$ cat src/rtl/systolic_ctrl_if.sv
// ---------------------------------------------------------------------------
// systolic_ctrl_if
// Stream bundle between the layer scheduler / DMA side and the systolic
// array sequencer: weight-row stream, activation stream, result stream.
// Revision: 1.0
// ---------------------------------------------------------------------------
`default_nettype none

interface systolic_ctrl_if #(
  parameter int N  = 4,
  parameter int DW = 16
);
  logic            w_valid;
  logic            w_ready;
  logic [N*DW-1:0] w_data;
  logic            a_valid;
  logic            a_ready;
  logic [N*DW-1:0] a_data;
  logic            out_valid;
  logic [N*DW-1:0] out_data;

  // Scheduler / DMA side
  modport master (
    output w_valid, w_data, a_valid, a_data,
    input  w_ready, a_ready, out_valid, out_data
  );

  // Sequencer side
  modport slave (
    input  w_valid, w_data, a_valid, a_data,
    output w_ready, a_ready, out_valid, out_data
  );
endinterface

`default_nettype wire

$ cat src/rtl/systolic_ctrl.sv
// ---------------------------------------------------------------------------
// systolic_ctrl
// Sequencer for an NxN weight-stationary systolic array: loads one weight
// row per beat, streams activation vectors with per-row skew, deskews the
// bottom-edge partial sums into aligned result vectors, flags job end.
// Revision: 1.0
// ---------------------------------------------------------------------------
`default_nettype none

module systolic_ctrl #(
  parameter int N    = 4,
  parameter int DW   = 16,
  parameter int CNTW = 16
) (
  input  logic            clk,
  input  logic            rst_n,
  input  logic            start,
  input  logic            cfg_fp16,
  input  logic            cfg_signed,
  input  logic [CNTW-1:0] cfg_num_vec,
  systolic_ctrl_if.slave  s,
  output logic            pe_mode_fp16,
  output logic            pe_signed,
  output logic [N-1:0]    pe_load_b,
  output logic [N*DW-1:0] pe_b,
  output logic [N*DW-1:0] pe_a,
  output logic [N*DW-1:0] pe_c_top,
  input  logic [N*DW-1:0] pe_c_bot,
  output logic            busy,
  output logic            done
);

  localparam int LCW = (N > 1) ? $clog2(N) : 1;
  localparam int DCW = $clog2(2 * N) + 1;

  localparam logic [2:0] S_IDLE  = 3'd0;
  localparam logic [2:0] S_LOAD  = 3'd1;
  localparam logic [2:0] S_RUN   = 3'd2;
  localparam logic [2:0] S_DRAIN = 3'd3;
  localparam logic [2:0] S_DONE  = 3'd4;

  logic [2:0]      state;
  logic [CNTW-1:0] num_vec;
  logic [CNTW-1:0] acc_cnt;
  logic [LCW-1:0]  load_cnt;
  logic [DCW-1:0]  drain_cnt;
  logic            w_fire;
  logic            a_fire;
  logic [N*DW-1:0] push_data;
  logic [N*DW-1:0] deskew_data;
  logic [2*N-2:0]  vline;
  logic            out_valid_q;
  logic [N*DW-1:0] out_data_q;

  assign s.w_ready = (state == S_LOAD);
  assign s.a_ready = (state == S_RUN) && (acc_cnt < num_vec);
  assign w_fire    = s.w_valid & s.w_ready;
  assign a_fire    = s.a_valid & s.a_ready;
  assign busy      = (state != S_IDLE);
  assign done      = (state == S_DONE);
  assign pe_c_top  = '0;
  assign pe_b      = w_fire ? s.w_data : '0;
  // Bubbles and all non-RUN cycles push zero into the skew line
  assign push_data = a_fire ? s.a_data : '0;

  // One-hot row strobe only on an accepted weight beat
  always_comb begin
    pe_load_b = '0;
    if (w_fire) pe_load_b[load_cnt] = 1'b1;
  end

  // Job sequencing and configuration latch
  always_ff @(posedge clk or negedge rst_n) begin
    if (!rst_n) begin
      state        <= S_IDLE;
      num_vec      <= '0;
      acc_cnt      <= '0;
      load_cnt     <= '0;
      drain_cnt    <= '0;
      pe_mode_fp16 <= 1'b0;
      pe_signed    <= 1'b0;
    end else begin
      case (state)
        S_IDLE: begin
          if (start) begin
            pe_mode_fp16 <= cfg_fp16;
            pe_signed    <= cfg_signed;
            num_vec      <= cfg_num_vec;
            acc_cnt      <= '0;
            load_cnt     <= '0;
            drain_cnt    <= '0;
            state        <= S_LOAD;
          end
        end
        S_LOAD: begin
          if (w_fire) begin
            if (load_cnt == LCW'(N - 1)) begin
              state <= (num_vec == '0) ? S_DONE : S_RUN;
            end else begin
              load_cnt <= load_cnt + 1'b1;
            end
          end
        end
        S_RUN: begin
          if (a_fire) begin
            acc_cnt <= acc_cnt + 1'b1;
            if (acc_cnt == num_vec - CNTW'(1)) state <= S_DRAIN;
          end
        end
        S_DRAIN: begin
          if (drain_cnt == DCW'(2 * N - 1)) begin
            state <= S_DONE;
          end else begin
            drain_cnt <= drain_cnt + 1'b1;
          end
        end
        S_DONE:  state <= S_IDLE;
        default: state <= S_IDLE;
      endcase
    end
  end

  // Input skew: row i sees its word i+1 cycles after the push
  for (genvar gi = 0; gi < N; gi++) begin : g_skew
    logic [DW-1:0] sr [0:gi];

    // Per-row shift register of depth i+1
    always_ff @(posedge clk or negedge rst_n) begin
      if (!rst_n) begin
        for (int k = 0; k <= gi; k++) sr[k] <= '0;
      end else begin
        sr[0] <= push_data[gi*DW +: DW];
        for (int k = 1; k <= gi; k++) sr[k] <= sr[k-1];
      end
    end

    assign pe_a[gi*DW +: DW] = sr[gi];
  end

  // Output deskew: column j waits N-1-j cycles so all columns line up
  for (genvar gj = 0; gj < N; gj++) begin : g_deskew
    if (N - 1 - gj > 0) begin : g_dly
      logic [DW-1:0] dl [0:N-2-gj];

      // Column delay line
      always_ff @(posedge clk or negedge rst_n) begin
        if (!rst_n) begin
          for (int k = 0; k <= N - 2 - gj; k++) dl[k] <= '0;
        end else begin
          dl[0] <= pe_c_bot[gj*DW +: DW];
          for (int k = 1; k <= N - 2 - gj; k++) dl[k] <= dl[k-1];
        end
      end

      assign deskew_data[gj*DW +: DW] = dl[N-2-gj];
    end else begin : g_pass
      assign deskew_data[gj*DW +: DW] = pe_c_bot[gj*DW +: DW];
    end
  end

  // Valid tracking and the shared output register; valid lands 2N after accept
  always_ff @(posedge clk or negedge rst_n) begin
    if (!rst_n) begin
      vline       <= '0;
      out_valid_q <= 1'b0;
      out_data_q  <= '0;
    end else begin
      vline       <= {vline[2*N-3:0], a_fire};
      out_valid_q <= vline[2*N-2];
      out_data_q  <= deskew_data;
    end
  end

  assign s.out_valid = out_valid_q;
  assign s.out_data  = out_data_q;

endmodule

`default_nettype wire

$ cat src/flat_wrapper.sv
// flat-port wrapper written by rule: the top's interface ports become plain ports
module systolic_ctrl_flat 
#(
  parameter int N    = 4,
  parameter int DW   = 16,
  parameter int CNTW = 16
)
  (clk, rst_n, start, cfg_fp16, cfg_signed, cfg_num_vec, pe_mode_fp16, pe_signed, pe_load_b, pe_b, pe_a, pe_c_top, pe_c_bot, busy, done, s_w_valid, s_w_data, s_a_valid, s_a_data, s_w_ready, s_a_ready, s_out_valid, s_out_data);
  systolic_ctrl_if #(.N(N), .DW(DW)) s_i ();
  input  logic clk;
  input  logic rst_n;
  input  logic start;
  input  logic cfg_fp16;
  input  logic cfg_signed;
  input  logic [CNTW-1:0] cfg_num_vec;
  output logic pe_mode_fp16;
  output logic pe_signed;
  output logic [N-1:0] pe_load_b;
  output logic [N*DW-1:0] pe_b;
  output logic [N*DW-1:0] pe_a;
  output logic [N*DW-1:0] pe_c_top;
  input  logic [N*DW-1:0] pe_c_bot;
  output logic busy;
  output logic done;
  input wire logic [$bits(s_i.w_valid)-1:0] s_w_valid;
  input wire logic [$bits(s_i.w_data)-1:0] s_w_data;
  input wire logic [$bits(s_i.a_valid)-1:0] s_a_valid;
  input wire logic [$bits(s_i.a_data)-1:0] s_a_data;
  output wire logic [$bits(s_i.w_ready)-1:0] s_w_ready;
  output wire logic [$bits(s_i.a_ready)-1:0] s_a_ready;
  output wire logic [$bits(s_i.out_valid)-1:0] s_out_valid;
  output wire logic [$bits(s_i.out_data)-1:0] s_out_data;
  assign s_i.w_valid = s_w_valid;
  assign s_i.w_data = s_w_data;
  assign s_i.a_valid = s_a_valid;
  assign s_i.a_data = s_a_data;
  assign s_w_ready = s_i.w_ready;
  assign s_a_ready = s_i.a_ready;
  assign s_out_valid = s_i.out_valid;
  assign s_out_data = s_i.out_data;
  systolic_ctrl #(.N(N), .DW(DW), .CNTW(CNTW)) u_core (.clk(clk), .rst_n(rst_n), .start(start), .cfg_fp16(cfg_fp16), .cfg_signed(cfg_signed), .cfg_num_vec(cfg_num_vec), .s(s_i), .pe_mode_fp16(pe_mode_fp16), .pe_signed(pe_signed), .pe_load_b(pe_load_b), .pe_b(pe_b), .pe_a(pe_a), .pe_c_top(pe_c_top), .pe_c_bot(pe_c_bot), .busy(busy), .done(done));
endmodule
$ cat config.mk
export PLATFORM = sky130hd
export DESIGN_NAME = systolic_ctrl_flat
export DESIGN_NICKNAME = d
export VERILOG_FILES = /design/src/rtl/systolic_ctrl_if.sv /design/src/rtl/systolic_ctrl.sv /design/src/flat_wrapper.sv
export SDC_FILE = /design/constraint.sdc
export NUM_CORES = 1
export LEC_CHECK = 0
export CAP_MARGIN = 20
export CORE_MARGIN = 4
export CORE_UTILIZATION = 40
export DETAILED_ROUTE_END_ITERATION = 16
export GPL_ROUTABILITY_DRIVEN = 0
export PLACE_DENSITY = 0.87
export SYNTH_ARGS = -nofsm -noshare
export SYNTH_HDL_FRONTEND = slang
export SYNTH_SLANG_ARGS = --single-unit
$ cat constraint.sdc
create_clock -name clk -period 2.8 [get_ports clk]
set_clock_uncertainty 0.2 [all_clocks]
set_input_delay 0.7 -clock clk [delete_from_list [all_inputs] [get_ports clk]]
set_output_delay 0.7 -clock clk [all_outputs]
set_load 0.01 [all_outputs]
==> results.py, run 1 <==
metrics = {
    "critical_path": {
        "crit_path_start_kind": "register",
        "crit_chain": "inv_2, ha_4, a21o_1, a221oi_2, a21oi_2, or3b_4, a21oi_2, o221a_2, buf_6",
        "reg2reg_depth": 9,
        "endpoint_kind": "output pin",
        "required_ns": 1.90,
        "regToRegStartpoint": "u_core.state[0]$_DFFE_PN0P_",
        "cp_common_cell": "a21oi_2",
        "crit_path_max_incr_delay_ns": 0.39,
        "cp_max_fo": 2,
        "reg2reg_slack_ns": -0.03,
        "r2r-end": "u_core.acc_cnt[5]$_DFFE_PN0P_",
        "cpMaxStageDelayCell": "dfrtp_1",
        "worstSetupPathType": "register to output pin",
        "crit_arrival_ns": 2.66,
    },
    "floorplan": {
        "core_um2": 31900,
        "initial_core_util_pct": 41.0,
        "rows": 65,
        "ios": 482,
        "die-height_um": 189,
        "die_x_um": 189,
        "die_area_um2": 35700,
    },
    "synth": {
        "yosysUniqueCellTypes": 60,
        "synth-seq-cells": 371,
        "async_reset_ff_share_pct": 100,
        "synth_edf_count": 0,
        "synthCells": 955,
        "synth_seq_area_share_pct": 70.9,
        "yosys_warnings": 0,
        "ys_dominant_reg_cell": "dfrtp_1",
        "syn_area_per_cell_um2": 13.7,
        "syn_area_um2": 13100,
    },
    "cells_and_area": {
        "fin_cells": 1907,
        "seqCellArea_um2": 9280,
        "fillers": 2232,
        "drive_gt1_share_pct": 23.9,
        "multi_input_area_um2": 3370,
        "fin_nets": 1681,
        "synthToLayoutAreaGrowth_pct": 53.6,
        "post-route-util_pct": 63.0,
    },
    "outcome": {
        "violations": "negative setup slack",
        "status": "complete, but fails checks",
    },
    "clock_tree": {
        "cts_max_level": 2,
        "clk_path_buf_depth": 3,
        "cts_tree": "yes",
        "clkTransAtPathRegs_ns": 0.07,
        "clk_latency_ns": 0.53,
        "cts.sinks": 371,
        "cts_made_buffers": 38,
        "root_buffer": "clkbuf_16",
    },
    "routing": {
        "wl_um": 39700,
        "wl_per_cell_um": 20.8,
        "viasPerCell": 4.70,
        "final_antenna_net_count": 0,
        "drc": 0,
        "firstDrtPassIters": 5,
        "via_count": 8968,
        "drt_iter0_markers": 637,
    },
    "timing": {
        "rsz0062_at_grt": "true",
        "layout_setup_ws_ns": -0.765,
        "fmax_ghz": 0.281,
        "period_needed_ns": 3.56,
        "hold_viol": 0,
        "drv_slew": 0,
        "relSlewSlack_pct": 56.5,
        "tightest_slew_ns": 0.652,
        "hold_ws_ns": 0.138,
        "min_period_over_period_pct": 127,
        "setup_viol_count_final": 62,
    },
    "global_routing": {
        "antenna_found_initial": 3,
        "grt_max_degree": 76,
        "grt_pass1_wl_um": 58900,
        "grt.total_usage_pct": 21.2,
        "overflow": 0,
        "grt_pass1_vias": 9737,
    },
    "min_path": {
        "min_from": "u_core.g_deskew[1].g_dly.dl[31]$_DFF_PN0_",
        "min_to": "u_core.deskew_data[31]$_DFF_PN0_",
        "hp-class": "register to register",
        "whs_path_depth": 0,
    },
    "power_and_ir_drop": {
        "max-vdd-ir-drop_v": 0.000381,
        "p_per_area_nw_per_um2": 610,
        "leakagePower_nw": 9.14,
    },
    "placed_design": {
        "numPortBuffers": 417,
        "placedCellCount": 1803,
        "hpwl_um": 26000,
    },
    "flow_run": {
        "max-cap-violations": 0,
    },
}
[per-layer routing]
layer | global-route usage, % | routed length [um]
met1 | 25.6 | 15000
met2 | 37.9 | 20800
met3 | 5.31 | 2880
met4 | 5.69 | 1040
met5 | 0 | 0
[kinds of logic after synthesis]
logic type               after synthesis  synth area share, %
buffers and inverters                183                 8.93
AND/OR/NAND/NOR                      264                 12.1
other                                  1               0.0287
AO/OA/AOI/OAI                         91                 4.30
XOR/XNOR                              19                 1.27
flip-flops                           371                 70.9
multiplexers                           2                0.163
adder cells (fa/ha/maj)               24                 2.29
[layout make-up]
type / instances / area share, %
Inverter: 31 / 0.666
Multi-Input combinational cell: 464 / 16.8
Tap cell: 435 / 2.71
Timing Repair inverter: 1 / 0.0560
Clock buffer: 53 / 5.41
Timing Repair Buffer: 535 / 27.2
Sequential cell: 371 / 46.2
Antenna cell: 3 / 0.0374
Clock inverter: 14 / 0.953
[worst max-delay path, delay by kind of cell (launching register included)]
family	cells	cell delay, ns
compound gates	5	0.98
simple gates	1	0.38
fa+ha+maj	1	0.20
buf+inv	2	0.18
flops	1	0.39
[worst max-delay path by stage]
stage	from	end	slack (ns)	cells after the start
3_3_place_gp	u_core.num_vec[5]$_DFFE_PN0P_	s_a_ready	-0.54	9
2_1_floorplan	u_core.num_vec[4]$_DFFE_PN0P_	s_a_ready	0.004	9
3_5_place_dp	u_core.num_vec[5]$_DFFE_PN0P_	s_a_ready	-0.60	9
5_1_grt	u_core.num_vec[5]$_DFFE_PN0P_	s_a_ready	-0.82	9
6_report	u_core.num_vec[5]$_DFFE_PN0P_	s_a_ready	-0.76	9
4_1_cts	u_core.num_vec[5]$_DFFE_PN0P_	s_a_ready	-0.76	9
[registers in the layout, summed over array words and instances, names as in the netlist]
name / cells
u_core.acc_cnt: 16
u_core.deskew_data: 32
u_core.drain_cnt: 4
u_core.g_deskew.g_dly.dl: 64
u_core.g_skew.sr: 112
u_core.load_cnt: 2
u_core.num_vec: 16
u_core.pe_a: 48
u_core.pe_mode_fp16: 1
u_core.pe_signed: 1
u_core.s.out_data: 64
u_core.s.out_valid: 1
u_core.state: 3
u_core.vline: 7
[cell usage in the layout, fill, tap and decap left out, types with 3 or more instances in the layout]
master | netlist | layout
buf_8 | 0 | 6
nand3_1 | 14 | 14
clkbuf_8 | 0 | 8
a21oi_2 | 0 | 6
a21oi_1 | 25 | 19
o21ai_0 | 36 | 35
inv_2 | 0 | 4
and3_1 | 72 | 14
conb_1 | 1 | 64
nand2_1 | 44 | 43
ha_1 | 24 | 20
nor4_4 | 1 | 4
nand4b_1 | 5 | 5
xor2_1 | 7 | 7
clkinv_2 | 0 | 7
nor4_1 | 7 | 4
a22o_1 | 3 | 3
or3_1 | 7 | 7
o211ai_1 | 3 | 3
buf_12 | 0 | 17
nand4_1 | 7 | 7
buf_4 | 113 | 83
diode_2 | 0 | 3
inv_1 | 30 | 24
and4_1 | 3 | 3
ha_4 | 0 | 4
buf_6 | 6 | 66
buf_2 | 2 | 10
dlygate4sd2_1 | 0 | 4
clkbuf_1 | 26 | 7
clkbuf_16 | 0 | 40
and3_4 | 0 | 58
and2_1 | 69 | 67
xnor2_1 | 12 | 12
dfrtp_1 | 371 | 371
clkdlybuf4s50_1 | 0 | 343
nor3_1 | 7 | 5
nor2_1 | 12 | 12
[stage by stage]
step / setup TNS, ns / power, mW / area (um2) / setup slack, ns
after CTS: -6.42 / 12.4 / 19700 / -0.756
after global routing: -9.14 / 12.8 / 20100 / -0.816
final: -4.44 / 12.3 / 20100 / -0.765
after global placement: -20.87 / 7.15 / 17900 / -0.541
after detailed placement: -25.40 / 7.22 / 17900 / -0.599
after floorplan: 0 / 6.43 / 13400 / 0.00434
[cells in the mapped netlist (3+ instances only)]
| master | instances | share of area, % |
|---|---|---|
| and3_1 | 72 | 3.4 |
| inv_1 | 30 | 0.86 |
| nor2_1 | 12 | 0.34 |
| and2_1 | 69 | 3.3 |
| nand4b_1 | 5 | 0.33 |
| nand2_1 | 44 | 1.3 |
| or3_1 | 7 | 0.33 |
| a21oi_1 | 25 | 0.96 |
| xnor2_1 | 12 | 0.80 |
| clkbuf_2 | 4 | 0.15 |
| clkbuf_1 | 26 | 0.75 |
| buf_4 | 113 | 6.5 |
| ha_1 | 24 | 2.3 |
| and4_1 | 3 | 0.20 |
| nor2b_1 | 3 | 0.14 |
| buf_6 | 6 | 0.52 |
| nand4_1 | 7 | 0.33 |
| nor4_1 | 7 | 0.33 |
| xor2_1 | 7 | 0.47 |
| nor3_1 | 7 | 0.27 |
| o211ai_1 | 3 | 0.17 |
| dfrtp_1 | 371 | 71 |
| o21ai_0 | 36 | 1.4 |
| a22o_1 | 3 | 0.20 |
| nand3_1 | 14 | 0.54 |
[repair_timing]
item / 4_1_cts / 5_1_grt
hold buffers: 1 / 0
resized for setup: 375 / 94
buffers inserted: 19 / 11
endpoints found under the hold margin: 45 / 0
cloned: 8 / 3
endpoints found under the setup margin: 75 / 80
pin swaps: 21 / 39
[power breakdown]
part | total [mW] | internal, mW | leakage [nW] | switching (mW)
logic | 1.39 | 0.745 | 4.12 | 0.645
clock network | 5.06 | 2.94 | 0.627 | 2.11
registers | 5.81 | 5.68 | 4.39 | 0.128
(Power assumes the default switching activity.)
==> run 2: changes to the inputs <==
- ABC_AREA: not set -> 1
==> run 2 against run 1 <==
The run still ends with negative setup slack left; worst hold slack worse by 0.0077 ns; synthesized cell count up 25%; first-iteration DRC count down 25%; critical path depth unchanged; core utilization down 3.7 points; sequential share of layout area up 1.5 points; routed wire length down 8.4%; power up 29%; largest cell class unchanged; largest power group unchanged.
==> results.py, run 2 <==
metrics = {
    "outcome": {
        "status": "complete, but fails checks",
        "violations": "negative setup slack",
    },
    "timing": {
        "fmax_ghz": 0.353,
        "hold_viol": 0,
        "rsz0062_at_grt": "true",
        "setup_viol_count_final": 1,
        "tightest_slew_ns": 0.642,
        "period_needed_ns": 2.83,
        "layout_setup_ws_ns": -0.0350,
        "min_period_over_period_pct": 101,
        "drv_slew": 0,
        "relSlewSlack_pct": 57.2,
    },
    "synth": {
        "synth-seq-cells": 371,
        "synthCells": 1196,
        "syn_area_um2": 13400,
        "yosysMostFrequentCell": "dfrtp_1",
        "ys_top_cells_by_count": "371 x dfrtp_1, 198 x inv_1, 188 x nor2_1",
        "yosysUniqueCellTypes": 34,
        "ys_dominant_reg_cell": "dfrtp_1",
        "async_reset_ff_share_pct": 100,
        "synthTopCellsByArea": "dfrtp_1 69%, buf_4 6.3%, inv_1 5.6%, nor2_1 5.3%, nand2_1 3.8%",
        "netlist.top_cell.by_area": "dfrtp_1",
        "syn_area_per_cell_um2": 11.2,
        "synth_seq_area_share_pct": 69.4,
        "synth_top_area_share_pct": 69.4,
        "yosys_warnings": 0,
        "synth_edf_count": 0,
    },
    "routing": {
        "via_count": 9371,
        "drt_iter0_markers": 477,
        "viasPerCell": 4.41,
        "drc": 0,
        "final_antenna_net_count": 0,
        "wl_um": 36400,
        "firstDrtPassIters": 5,
        "wl_per_cell_um": 17.1,
    },
    "floorplan": {
        "die_area_um2": 36400,
        "die-height_um": 191,
        "initial_core_util_pct": 40.8,
        "ios": 482,
        "core_um2": 32800,
        "rows": 66,
        "die_x_um": 191,
    },
    "cells_and_area": {
        "final_common_cell": "dfrtp_1",
        "fin_nets": 1896,
        "synthToLayoutAreaGrowth_pct": 45.5,
        "antenna_cells": 0,
        "final_cell_mix": "370 x dfrtp_1, 344 x clkdlybuf4s50_1, 186 x inv_1, 163 x nor2_1, 133 x nand2_1",
        "regMostFlops": "u_core.g_skew.sr",
        "fillers": 2477,
        "fin_cells": 2124,
        "largest_reg_flops": 112,
        "drive_gt1_share_pct": 16.5,
        "post-route-util_pct": 59.3,
    },
    "power_and_ir_drop": {
        "p_per_area_nw_per_um2": 810,
        "leakagePower_nw": 9.84,
        "max-vdd-ir-drop_v": 0.000506,
    },
    "clock_tree": {
        "clk_latency_ns": 0.53,
        "cts.sinks": 371,
        "root_buffer": "clkbuf_16",
        "clkTransAtPathRegs_ns": 0.07,
        "cts_made_buffers": 38,
        "clk_path_buf_depth": 3,
        "cts_max_level": 2,
        "cts_tree": "yes",
    },
    "placed_design": {
        "pre_cts_slack_ns": -0.453,
        "placedCellCount": 2039,
        "numPortBuffers": 417,
        "hpwl_um": 25400,
    },
    "global_routing": {
        "grt.total_usage_pct": 19.0,
        "grt_pass1_vias": 10100,
        "grt_pass1_wl_um": 54400,
        "grt_max_degree": 79,
        "overflow": 0,
        "antenna_found_initial": 0,
    },
    "critical_path": {
        "crit_arrival_ns": 1.93,
        "crit_path_start_kind": "register",
        "cp_max_fo": 2,
        "reg2reg_slack_ns": 0.21,
        "required_ns": 1.90,
        "worstSetupPathType": "register to output pin",
        "endpoint_kind": "output pin",
    },
    "flow_run": {
        "max-cap-violations": 0,
    },
    "min_path": {
        "hp-class": "register to register",
    },
}
run 2: cell count changes after synthesis, moves of 9 or more:
cell,change
nor2_1,+176
clkbuf_1,-18
and3_1,-72
nand2_1,+90
and2_1,-69
xnor2_1,-9
a21oi_1,-11
nand3_1,+21
inv_1,+168
run 2: per-stage QoR:
| stage | hold slack [ns] | TNS, ns | power, mW | instance area, um2 |
|---|---|---|---|---|
| 2_1_floorplan | 0.131 | 0 | 8.31 | 13600 |
| 5_1_grt | 0.134 | -0.193 | 16.7 | 19500 |
| 4_1_cts | 0.133 | -1.21 | 15.5 | 19100 |
| 3_3_place_gp | 0.131 | -27.05 | 10.0 | 17900 |
| 3_5_place_dp | 0.135 | -28.44 | 10.2 | 17900 |
| 6_report | 0.130 | -0.0350 | 15.8 | 19500 |
run 2: cell type report:
cell class              instances  area, um2  area share (%)
well taps                     442        553            2.84
multi-input cells             555       2870            14.8
flip-flops and latches        371       9290            47.7
clock inverters                17        268            1.38
clock buffers                  48       1050            5.39
repair buffers                489       4660            23.9
inverters                     202        768            3.95
run 2: where the power goes:
part           internal, mW  switching [mW]
registers              5.98           0.315
logic                  1.90            2.35
clock network          3.14            2.08
run 2: what timing repair did:
action                                  in CTS  in global routing
pin swaps                                    4                 16
gates cloned                                 3                  3
endpoints found under the setup margin      72                 65
hold buffers                                 1                  0
endpoints found under the hold margin       44                  0
setup buffers                                3                 11
resized for setup                          307                 62
run 2: kinds of logic after synthesis:
group | count (synthesis) | synth area share [%]
DFF | 371 | 69.4
AOI/OAI and AO/OA | 63 | 2.46
buffers and inverters | 333 | 12.7
adders and majority gates | 24 | 2.25
xor gates and xnor gates | 15 | 0.983
other | 1 | 0.0280
and+or+nand+nor | 389 | 12.1
run 2: worst paths after layout:
check                           cells past startpoint                           endpoint                           from
max in group asynchronous                           3  u_core.g_skew[1].sr[31]$_DFF_PN0_                          rst_n
worst min-delay path                                0          u_core.vline[3]$_DFF_PN0_      u_core.vline[2]$_DFF_PN0_
worst min register to register                      0          u_core.vline[3]$_DFF_PN0_      u_core.vline[2]$_DFF_PN0_
min in group asynchronous                           2    u_core.deskew_data[7]$_DFF_PN0_                          rst_n
worst max register to register                     14      u_core.acc_cnt[5]$_DFFE_PN0P_  u_core.acc_cnt[3]$_DFFE_PN0P_
worst max-delay path                                9                          s_a_ready  u_core.acc_cnt[3]$_DFFE_PN0P_
run 2: metal layers:
metal  global-route usage [%]  vias up  wire (um)
li1                         -     4316          -
met1                     20.8     4553      12700
met2                     36.4      430      19800
met3                     4.74       72       2860
met4                     5.47        0        950
met5                        0        -          0
run 2: critical path: stages, from the launching register on:
cell	delay [ns]
dfrtp_1	0.42
ha_4	0.26
a21oi_2	0.13
o21ai_2	0.09
nand2_1	0.09
nand3_2	0.12
nand2_2	0.10
nand3_2	0.06
inv_2	0.06
buf_6	0.09
==> RTL change 1 (config.mk and constraints of run 1) <==
Make the reset (`rst_n`) synchronous in 4 clocked blocks.
--- a/src/rtl/systolic_ctrl.sv
+++ b/src/rtl/systolic_ctrl.sv
@@ -70,7 +70,7 @@
   end
 
   // Job sequencing and configuration latch
-  always_ff @(posedge clk or negedge rst_n) begin
+  always_ff @(posedge clk) begin
     if (!rst_n) begin
       state        <= S_IDLE;
       num_vec      <= '0;
@@ -125,7 +125,7 @@
     logic [DW-1:0] sr [0:gi];
 
     // Per-row shift register of depth i+1
-    always_ff @(posedge clk or negedge rst_n) begin
+    always_ff @(posedge clk) begin
       if (!rst_n) begin
         for (int k = 0; k <= gi; k++) sr[k] <= '0;
       end else begin
@@ -143,7 +143,7 @@
       logic [DW-1:0] dl [0:N-2-gj];
 
       // Column delay line
-      always_ff @(posedge clk or negedge rst_n) begin
+      always_ff @(posedge clk) begin
         if (!rst_n) begin
           for (int k = 0; k <= N - 2 - gj; k++) dl[k] <= '0;
         end else begin
@@ -159,7 +159,7 @@
   end
 
   // Valid tracking and the shared output register; valid lands 2N after accept
-  always_ff @(posedge clk or negedge rst_n) begin
+  always_ff @(posedge clk) begin
     if (!rst_n) begin
       vline       <= '0;
       out_valid_q <= 1'b0;
Check against the original RTL: differs if rst_n is asserted again (counterexample within 4 cycles, from zero or initial values and one cycle with rst_n low); with rst_n held inactive, the same outputs for 4 cycles.
==> RTL change 1 against run 1 <==
  * The run still ends with setup timing left
  * Synthesized area shrank 0.95%
  * Routed wire length shrank 10%
  * Critical path type unchanged
  * Total power grew 2.0%
  * Sequential cell count is the same
  * Setup slack gained 0.41 ns
  * Final area shrank 6.8%
  * Clock power grew 7.3%
  * Core utilization shrank 4.1 points
  * Sequential power shrank 5.3%
==> RTL change 1: results (changes against run 1) <==
status finished with violations (unchanged); failing checks setup timing (unchanged); dpl ws -0.240 ns (was -0.599 ns); Arrival @ worst endpoint 2.26 ns (was 2.66 ns); IO Port Bufs 417 (unchanged); fin nets 1903 (was 1681); clk_lat worst skew 0.52 ns; Worst path slowest cell a2111o_1 (was dfrtp_1); fill count 2517 (was 2232); global-route wire length before repair 53.1 mm (was 58.9 mm); drt wl/cell 16.7 um (was 20.8 um); fraction of registers with async set/reset 0 (was 1.00); DR pass1 iterations 5 (unchanged); initial antenna violation count 8 (was 3); max FFs per register 160 (was 112); H-tree depth 2 (unchanged); HPWL Detailed 26.3 mm (was 26.0 mm); Reg with most FFs u_core.g_skew.sr (unchanged); slowest stage delay, CP 0.38 ns; P&R area growth vs syn 44.5% (was 53.6%); share of cells above drive strength 1 0.138 (was 0.239); fin worst setup slack -0.359 ns (was -0.765 ns); clock tree buffer depth 3 (unchanged); sequential share of the synthesized area 0.573 (was 0.709); largest net degree at the start of global routing 289 (was 76); Leak 0.00808 uW (was 0.00914 uW); relative slew slack 0.366 (was 0.565); Worst VDD drop 0.000618 V (was 0.000381 V); synth warn 0 (unchanged); Clock Pin Slew Worst Setup and Hold Paths 0.06 ns; synth top area cells dfxtp_1 57%, and2_1 16%, buf_4 6.5% (was dfrtp_1 71%, buf_4 6.5%, and3_1 3.4%); Total Routing Usage GR 0.188 (was 0.212); Yosys cell types 49 (was 60); Post-synth top cells 371 x dfxtp_1, 332 x and2_1, 113 x buf_4 (was 371 x dfrtp_1, 113 x buf_4, 72 x and3_1); final setup violating endpoints 1 (was 62); worst-path maximum fanout 2 (unchanged); vias in the first global route 9578 (was 9737); Top Family by Delay on Critical Path compound AO/OA/AOI/OAI gates (unchanged); Via-to-Cell Ratio 4.53 (was 4.70); TritonCTS Buffers 39 (was 38); Worst R2R Setup Slack 0.14 ns (was -0.03 ns); DRT iter0 DRCs 515 (was 637); Clock Root Buffer clkbuf_16 (unchanged); Area after DPL 0.0174 mm^2 (was 0.0179 mm^2); Hold Crit Class reg2reg (unchanged)
-- RTL change 1: metrics by stage --
stage | hold WS (ns) | instances | setup TNS, ns
floorplan | 0.212 | 1318 | 0
CTS | 0.221 | 2119 | -0.355
detailed placement | 0.217 | 2047 | -0.601
global route | 0.240 | 2132 | -0.433
finish | 0.222 | 2132 | -0.359
global placement | 0.213 | 2047 | -0.474
-- RTL change 1: per-layer routing --
| layer | share of wire | up-vias | track usage |
|---|---|---|---|
| met2 | 0.51 | 455 | 0.346 |
| li1 | - | 4652 | - |
| met3 | 0.086 | 88 | 0.0585 |
| met4 | 0.060 | 2 | 0.107 |
| met5 | 0.00037 | - | 0 |
| met1 | 0.34 | 4464 | 0.186 |
-- RTL change 1: area by class of cell --
| type | count | share of cell area |
|---|---|---|
| Timing Repair Buffer | 484 | 0.245 |
| Inverter | 25 | 0.00501 |
| Clock buffer | 51 | 0.0594 |
| Sequential cell | 371 | 0.397 |
| Tap cell | 435 | 0.0290 |
| Antenna cell | 7 | 0.000935 |
| Multi-Input combinational cell | 743 | 0.250 |
| Clock inverter | 16 | 0.0146 |
-- RTL change 1: final timing paths --
kind / from / cells past startpoint / to
max: u_core.num_vec[10]$_SDFFE_PN0P_ / 8 / s_a_ready
min: u_core.g_deskew[1].g_dly.dl[1][15]$_SDFF_PN0_ / 1 / u_core.s.out_data[31]$_SDFF_PN0_
max reg2reg: u_core.num_vec[9]$_SDFFE_PN0P_ / 9 / u_core.acc_cnt[15]$_SDFFE_PN0P_
min reg2reg: u_core.g_deskew[1].g_dly.dl[1][15]$_SDFF_PN0_ / 1 / u_core.s.out_data[31]$_SDFF_PN0_
-- RTL change 1: logic make-up after synthesis --
logic type                 after synthesis  share of synthesized area
buffers and inverters                  204                     0.0931
AOI/OAI and AO/OA                       83                     0.0445
adders and majority gates               24                     0.0232
DFF                                    371                      0.573
xor gates and xnor gates                29                     0.0196
and+or+nand+nor                        542                      0.246
muxes                                    1                   0.000772
other                                    1                   0.000289
-- RTL change 1: report_power, final --
part / leakage (uW) / total (uW) / internal, uW / switching [uW]
Combinational: 0.00438 / 1570 / 835 / 731
Sequential: 0.00302 / 5500 / 5450 / 56.6
Clock: 0.000669 / 5430 / 3370 / 2060
Total: 0.00808 / 12500 / 9650 / 2850
-- RTL change 1: timing repair --
| item | 4_1_cts | 5_1_grt |
|---|---|---|
| endpoints found under the setup margin | 61 | 70 |
| pin swaps | 6 | 6 |
| resized for setup | 89 | 115 |
| setup buffers | 4 | 5 |
| cloned | 1 | 1 |
==> RTL change 2 (flow settings as in run 1) <==
Without the edit above. `CNTW` is set to 16 in 2 places; all go to 15.
--- a/src/rtl/systolic_ctrl.sv
+++ b/src/rtl/systolic_ctrl.sv
@@ -10,7 +10,7 @@
 module systolic_ctrl #(
   parameter int N    = 4,
   parameter int DW   = 16,
-  parameter int CNTW = 16
+  parameter int CNTW = 15
 ) (
   input  logic            clk,
   input  logic            rst_n,
--- a/src/flat_wrapper.sv
+++ b/src/flat_wrapper.sv
@@ -3,7 +3,7 @@
 #(
   parameter int N    = 4,
   parameter int DW   = 16,
-  parameter int CNTW = 16
+  parameter int CNTW = 15
 )
   (clk, rst_n, start, cfg_fp16, cfg_signed, cfg_num_vec, pe_mode_fp16, pe_signed, pe_load_b, pe_b, pe_a, pe_c_top, pe_c_bot, busy, done, s_w_valid, s_w_data, s_a_valid, s_a_data, s_w_ready, s_a_ready, s_out_valid, s_out_data);
   systolic_ctrl_if #(.N(N), .DW(DW)) s_i ();
Interface: changed (resized cfg_num_vec); port bits go from 482 to 481. No check against the original RTL was run, so the function may have changed too.
==> RTL change 2 against run 1 <==
  * The flow still finishes with violations (setup timing)
  * Setup slack better by 0.55 ns
  * Routed wire length down 11%
  * Fmax up 18%
  * Sequential share of layout area up 1.8 points
  * Final area down 4.3%
  * Final cell count down 5.5%
  * Highest routed layer is now met5
  * Critical endpoint unchanged
  * Sequential cell count down 2
  * Synthesized area down 2.7%
Power is not compared: it rests on default switching activity, and its combinational part moved more than twofold at a synthesized area within 25%.
==> RTL change 2: results (changes against run 1) <==
ant diodes 0 (was 3); met3 global-route usage 0.0572 (was 0.0531); status finished with violations (unchanged); Post-synth top cells 369 x dfrtp_1, 112 x buf_4, 74 x and3_1 (was 371 x dfrtp_1, 113 x buf_4, 72 x and3_1); Worst R2R Start u_core.num_vec[0]$_DFFE_PN0P_ (was u_core.state[0]$_DFFE_PN0P_); failing checks setup timing (unchanged); worst setup path startpoint u_core.acc_cnt[3]$_DFFE_PN0P_ (was u_core.num_vec[5]$_DFFE_PN0P_); HPWL Detailed 24.3 mm (was 26.0 mm); Min Hold Slack 0.126 ns (was 0.138 ns); worst setup path endpoint s_a_ready (unchanged); met2 Use GR 0.339 (was 0.379); DRT iter0 DRCs 436 (was 637); Worst R2R Setup Slack -0.06 ns (was -0.03 ns); fill count 2271 (was 2232); Total Routing Usage GR 0.192 (was 0.212); IO Port Bufs 416 (was 417); fin worst setup slack -0.214 ns (was -0.765 ns); fin nets 1610 (was 1681); Via-to-Cell Ratio 4.61 (was 4.70); share of cells above drive strength 1 0.214 (was 0.239); Area after DPL 0.0173 mm^2 (was 0.0179 mm^2); Mapped Cells 909 (was 955); final setup violating endpoints 2 (was 62); sequential share of the synthesized area 0.725 (was 0.709); WL final 35.2 mm (was 39.7 mm); Arrival @ worst endpoint 2.11 ns (was 2.66 ns); vias in the first global route 8954 (was 9737); reg2reg end u_core.state[0]$_DFFE_PN0P_ (was u_core.acc_cnt[5]$_DFFE_PN0P_); met1 Track Usage GR 0.227 (was 0.256); Yosys cell types 50 (was 60); Worst-Margin Slew 0.728 ns (was 0.652 ns)
-- RTL change 2: kinds of logic (layout without fill, tap and decap cells) --
kind of cell    after synthesis  after routing  share of synthesized area
other cells                   1             64                   0.000294
simple gates                254            254                      0.116
fa+ha+maj                    23             23                     0.0226
mux                           2              2                    0.00157
buf+inv                     170            598                     0.0840
compound gates               56             56                     0.0272
xor+xnor                     34             34                     0.0234
flops                       369            369                      0.725
-- RTL change 2: how the worst min path moves through the flow --
stage	from	endpoint	cells after the start
finish	u_core.g_skew[3].sr[53]$_DFF_PN0_	u_core.g_skew[3].sr[37]$_DFF_PN0_	0
global route	u_core.g_skew[2].sr[30]$_DFF_PN0_	u_core.pe_a[46]$_DFF_PN0_	0
CTS	u_core.g_skew[3].sr[42]$_DFF_PN0_	u_core.g_skew[3].sr[26]$_DFF_PN0_	0
detailed placement	u_core.g_deskew[0].g_dly.dl[38]$_DFF_PN0_	u_core.g_deskew[0].g_dly.dl[22]$_DFF_PN0_	0
global placement	u_core.deskew_data[9]$_DFF_PN0_	u_core.s.out_data[9]$_DFF_PN0_	0
floorplan	u_core.g_deskew[0].g_dly.dl[16]$_DFF_PN0_	u_core.deskew_data[0]$_DFF_PN0_	0
-- RTL change 2: worst max-delay path, stage by stage (launching register included) --
cell,delay [ns]
dfrtp_1,0.41
ha_1,0.31
nand4_1,0.16
a21oi_2,0.08
o311ai_4,0.32
and2_4,0.20
buf_2,0.12
-- RTL change 2: what timing repair did --
item	4_1_cts	5_1_grt
cloned	1	8
resized for setup	296	117
hold buffers	1	0
pin swaps	13	47
setup buffers	11	7
endpoints found under the hold margin	43	0
endpoints found under the setup margin	72	53
-- RTL change 2: layout make-up --
cell class | instances | area, um^2 | area share
inverter | 21 | 78.8 | 0.00410
clock buffer | 56 | 1130 | 0.0587
timing repair buffer | 510 | 5070 | 0.264
multi-input combinational | 433 | 3070 | 0.160
clock inverter | 11 | 134 | 0.00696
tap | 402 | 503 | 0.0262
sequential | 369 | 9240 | 0.480
-- RTL change 2: per-layer routing --
metal / share of wire / up-vias
met4: 0.028 / 2
met3: 0.077 / 71
met1: 0.37 / 4130
li1: - / 3723
met5: 0.00031 / -
met2: 0.52 / 374
-- RTL change 2: stage by stage --
| stage | setup TNS (ns) | setup slack (ns) |
|---|---|---|
| CTS | -2.30 | -0.202 |
| finish | -0.272 | -0.214 |
| global route | -2.14 | -0.291 |
| floorplan | 0 | 0.108 |
| global placement | -16.60 | -0.261 |
| detailed placement | -18.99 | -0.329 |
-- RTL change 2: power by group --
group	switching, uW	leakage, uW	internal, uW	total [uW]
registers	303	0.00471	6000	6300
logic	2200	0.00377	2540	4740
clock network	2050	0.000619	2910	4960
